--- src/rtl/ddr3_read_ring_buffer.sv ---
// Read-return capture ring for the DDR3 read path: frames BL8/BC4 bursts of
// strobe-aligned beat pairs after a listen pulse and drains them one word per rd_en.
module ddr3_read_ring_buffer #(
    parameter int DW      = 16,
    parameter int DEPTH   = 16,
    parameter int TIMEOUT = 32,
    localparam int AW     = $clog2(DEPTH)
) (
    input  logic          clock,
    input  logic          reset,
    input  logic          listen,
    input  logic          bc4,
    input  logic          cap_valid,
    input  logic [DW-1:0] din_rise,
    input  logic [DW-1:0] din_fall,
    input  logic          rd_en,
    input  logic          flush,
    output logic [DW-1:0] dout,
    output logic          dout_valid,
    output logic          empty,
    output logic          full,
    output logic [AW:0]   level,
    output logic          busy,
    output logic          overflow,
    output logic          timeout,
    output logic          listen_err,
    output logic [1:0]    fsm_state
);

    localparam logic [1:0] IDLE    = 2'd0;
    localparam logic [1:0] ARMED   = 2'd1;
    localparam logic [1:0] CAPTURE = 2'd2;
    localparam int         TW      = $clog2(TIMEOUT + 1);

    logic [1:0]    state;
    logic [2:0]    pairs_left;
    logic [TW-1:0] timer;
    logic [AW-1:0] wr_ptr;
    logic [AW-1:0] rd_ptr;
    logic [DW-1:0] ring [DEPTH];

    logic          pop;
    logic          pair;
    logic          push;
    logic [AW:0]   free;
    logic [AW:0]   level_next;

    // Handshake: rd_en is a request honoured only while !empty (and not in a
    // flush cycle); dout_valid is high exactly one cycle after an honoured pop.
    always_comb begin
        pop        = rd_en && !empty && !flush;
        pair       = cap_valid && (state != IDLE) && !flush;
        free       = (AW+1)'(DEPTH) - level + (AW+1)'(pop);
        push       = pair && (free >= (AW+1)'(2));
        level_next = level + (push ? (AW+1)'(2) : '0) - (AW+1)'(pop);
    end

    assign busy      = (state != IDLE);
    assign fsm_state = state;

    always_ff @(posedge clock or posedge reset) begin
        if (reset) begin
            state      <= IDLE;
            pairs_left <= '0;
            timer      <= '0;
            wr_ptr     <= '0;
            rd_ptr     <= '0;
            level      <= '0;
            empty      <= 1'b1;
            full       <= 1'b0;
            dout       <= '0;
            dout_valid <= 1'b0;
            overflow   <= 1'b0;
            timeout    <= 1'b0;
            listen_err <= 1'b0;
        end else if (flush) begin
            state      <= IDLE;
            pairs_left <= '0;
            timer      <= '0;
            wr_ptr     <= '0;
            rd_ptr     <= '0;
            level      <= '0;
            empty      <= 1'b1;
            full       <= 1'b0;
            dout       <= '0;
            dout_valid <= 1'b0;
            overflow   <= 1'b0;
            timeout    <= 1'b0;
            listen_err <= 1'b0;
        end else begin
            dout_valid <= pop;
            if (pop) begin
                dout   <= ring[rd_ptr];
                rd_ptr <= rd_ptr + AW'(1);
            end
            if (push) begin
                wr_ptr <= wr_ptr + AW'(2);
            end
            // A pair without room is dropped whole; framing still advances below.
            if (pair && !push) begin
                overflow <= 1'b1;
            end
            level <= level_next;
            empty <= (level_next == '0);
            full  <= (level_next > (AW+1)'(DEPTH - 2));
            if (listen && state != IDLE) begin
                listen_err <= 1'b1;
            end

            case (state)
                IDLE: begin
                    if (listen) begin
                        state      <= ARMED;
                        pairs_left <= bc4 ? 3'd2 : 3'd4;
                        timer      <= TW'(TIMEOUT);
                    end
                end
                ARMED: begin
                    if (cap_valid) begin
                        pairs_left <= pairs_left - 3'd1;
                        state      <= (pairs_left == 3'd1) ? IDLE : CAPTURE;
                    end else if (timer == TW'(1)) begin
                        timeout <= 1'b1;
                        state   <= IDLE;
                    end else begin
                        timer <= timer - TW'(1);
                    end
                end
                CAPTURE: begin
                    if (cap_valid) begin
                        pairs_left <= pairs_left - 3'd1;
                        if (pairs_left == 3'd1) begin
                            state <= IDLE;
                        end
                    end
                end
                default: state <= IDLE;
            endcase
        end
    end

    // Ring contents survive reset and flush; only the pointers are cleared.
    always_ff @(posedge clock) begin
        if (push) begin
            ring[wr_ptr]          <= din_rise;
            ring[wr_ptr + AW'(1)] <= din_fall;
        end
    end

endmodule

--- config.mk ---
export PLATFORM = sky130hd
export DESIGN_NAME = ddr3_read_ring_buffer
export DESIGN_NICKNAME = d
export VERILOG_FILES = /design/src/rtl/ddr3_read_ring_buffer.sv
export SDC_FILE = /design/constraint.sdc
export NUM_CORES = 1
export LEC_CHECK = 0
export ABC_CLOCK_PERIOD_IN_PS = 5500
export CELL_PAD_IN_SITES_DETAIL_PLACEMENT = 1
export CELL_PAD_IN_SITES_GLOBAL_PLACEMENT = 1
export CORE_ASPECT_RATIO = 0.7
export CORE_MARGIN = 2
export CORE_UTILIZATION = 30
export CTS_BUF_LIST = sky130_fd_sc_hd__clkbuf_16
export DETAILED_ROUTE_END_ITERATION = 12
export PLACE_DENSITY = 0.56
export SLEW_MARGIN = 20
export SYNTH_ARGS = -nofsm -noshare
export SYNTH_HDL_FRONTEND = slang
export SYNTH_SLANG_ARGS = --single-unit
--- constraint.sdc ---
create_clock -name clock -period 5.5 [get_ports clock]
set_input_delay 1.65 -clock clock [delete_from_list [all_inputs] [get_ports clock]]
set_output_delay 1.65 -clock clock [all_outputs]
set_load 0.1 [all_outputs]
==> impl_metrics.yaml <==
power_and_ir_drop:
  p_per_area_nw_per_um2: 420.4
  cellLeakagePower_nw: 5.542
  ir_drop_mv: 0.2274
synth:
  synth-async-reset-ratio_pct: 14.95
  synth-edff-count: 256
  synth.yosys.seq_area_share_pct: 61.79
  yosys_most_used_dff: "edfxtp_1"
  netlist.top_cell.by_area: "edfxtp_1"
  syn_nets: 993
  synth.top_cell.area_share_pct: 53.89
  ys_ff_latch: 301
  ys_top_cells_by_area: "edfxtp_1 54%, mux4_2 9.9%, mux2_2 9.7%"
  syn_inst: 936
  yosysWarningCount: 0
  synth.cell_area_um2: 14260
  ys_top_cells_by_count: "256 x edfxtp_1, 154 x clkbuf_1, 123 x mux2_2"
  syn_avg_cell_area_um2: 15.24
  synth.distinct_cells: 57
  synth_most_common_cell: "edfxtp_1"
critical_path:
  crit_path_start: "rd_en"
  path_common_cell: "ha_1"
  max_stage_delay_ns: 0.91
  critPathArrivalTime_ns: 4.69
  critPathSlowestCell: "clkinv_1"
  cp_cell_sequence: "clkdlybuf4s50_1 -> nor2b_1 -> nand2_1 -> ha_1 -> inv_1 -> ha_1 -> nor4b_1 -> a21oi_1 -> buf_4 -> o21ai_2 -> clkinv_1"
  worstReg2RegStart: "empty"
  critPathMaxFanout: 16
  endpoint_kind: "register"
  crit_type: "input pin to register"
  timing.rr.end: "ring[4][2]"
  reg2reg_slack_ns: 1.91
  required_ns: 5.47
  cp_top_family: "buffers and inverters"
  cp-start-kind: "input pin"
  r2r_cells: 10
  critPathBufInv: 4
  setup.worst_path.end: "ring[4][2]"
  cp.depth: 11
job:
  drv_cap: 0
route:
  routed_wirelength_mm: 38.84
  wl_per_cell_um: 25.50
  postRouteAntennaNets: 0
  vias: 7599
  drtIter0Drc: 638
  dr.pass1.iters: 5
  drcViolationCount: 0
  avgViaCountPerCell: 4.989
clocking:
  clockBufferDepth: 3
  root_buffer: "clkbuf_16"
  holdBufCountCts: 0
  post_cts_resized: 0
  cts_buffers: 31
  cts_setup_buffers: 0
  insertion_delay_ns: 0.57
  cts_tree: "yes"
  clock-sinks: 301
  cts.clk_slew.worst_paths_ns: 0.06
  cts_max_level: 1
sta:
  hold_viol_final: 0
  fin_crit_sh_pct: 85.79
  tightest_slew_ns: 1.111
  rsz0062_at_grt: "no"
  setup_viol: 0
  slew_headroom_pct: 25.47
  slew_viol_final: 0
  fin_crit_ns: 4.719
  setup-tns-final_ns: 0
  max_freq_mhz: 211.9
  fin_skew_ns: 0.01046
global_routing:
  grt_antenna_before_repair: 0
  grt_pass1_vias: 8013
  grt_pass1_wl_mm: 57.19
  grt_max_degree: 40
  track_usage_pct: 15.74
  grt.overflow.total: 0
floorplan:
  ios: 69
  core_um2: 46660
  die_h_um: 186.4
  dieArea_um2: 49340
  fp.dieW_um: 264.6
  rows: 66
  start_util_pct: 30.57
layout:
  layout.nets: 944
  area_growth_syn_to_layout_pct: 14.30
  antenna_cells: 0
  drive_gt1_share_pct: 32.71
  nFillCells: 4642
  final_util_pct: 34.95
outcome:
  status: "completed"
place:
  gp_congestion: 0.7413
  dpl.hpwl_mm: 24.31
  io_buffer_count: 68
hold_path:
  min_path_type: "register to register"
metrics by stage:
step	setup slack [ns]	total power, W	instances	instance area [um^2]	hold slack (ns)
after CTS	0.9353	0.006930	1523	16300	0.5040
after detailed placement	0.4185	0.004616	1466	15210	0.4869
after global routing	0.5711	0.007137	1523	16300	0.5293
after global placement	0.3172	0.004597	1466	15210	0.4722
final	0.7815	0.006854	1523	16300	0.5015
after floorplan	0.7405	0.004139	936	14260	0.4803
power by group:
part           total, W  switching, W  internal [W]  leakage (nW)
Sequential      0.00274      0.000124       0.00262          2.91
Combinational   0.00180       0.00114      0.000661          2.10
Clock           0.00231      0.000948       0.00136         0.541
registers in the layout, indices dropped and copies added, names as in the netlist, 2 cells and up:
signal / count
timer: 6
pairs_left: 3
dout: 16
rd_ptr: 4
level: 5
wr_ptr: 3
ring: 256
fsm_state: 2
cell type report:
cell class / count / area (um^2) / share of cell area, %
clock buffers: 31 / 775.7 / 4.758
clock inverters: 26 / 314.1 / 1.926
inverters: 35 / 131.4 / 0.8058
multi-input cells: 416 / 4562 / 27.98
flip-flops and latches: 301 / 8820 / 54.09
well taps: 612 / 765.7 / 4.696
repair buffers: 102 / 935.9 / 5.740
layer usage:
metal	up-vias	part of all wire, %	track usage, %
li1	3328	-	-
met5	-	0	0
met1	4066	51	24.38
met3	39	4.3	2.600
met4	0	1.4	2.710
met2	166	44	23.34
layout by cell type (no fill, tap or decap), types with 24 or more instances in the layout:
master,count
nand2_1,24
dfrtp_1,42
clkdlybuf4s50_1,68
clkbuf_16,31
mux2_2,123
edfxtp_1,256
nor2_1,24
buf_4,34
mux4_2,63
inv_1,34
logic make-up after synthesis:
family	count (synthesis)	share of synthesized area (%)
compound gates	74	3.912
flops	301	61.79
simple gates	98	3.728
fa+ha+maj	18	1.631
mux	218	22.20
xor+xnor	8	0.4912
buf+inv	219	6.245
worst min path at each step:
stage                    start    endpoint  cells after the start
finish                 dout[4]     dout[4]                      2
global placement       dout[9]     dout[9]                      1
global route        listen_err  listen_err                      2
CTS                 listen_err  listen_err                      2
floorplan             timer[4]    timer[4]                      1
detailed placement  listen_err  listen_err                      2
worst register-to-register path, stage by stage (launching register included):
cell and delay, ns:
dfstp_2 0.55, nor2b_1 0.06, nand2_1 0.09, ha_1 0.16
inv_1 0.05, ha_1 0.28, nor4b_1 0.31, a21oi_1 0.09
buf_4 0.22, o21ai_2 0.26, clkinv_1 0.91
Note: power is estimated with default switching activity, not from simulation.
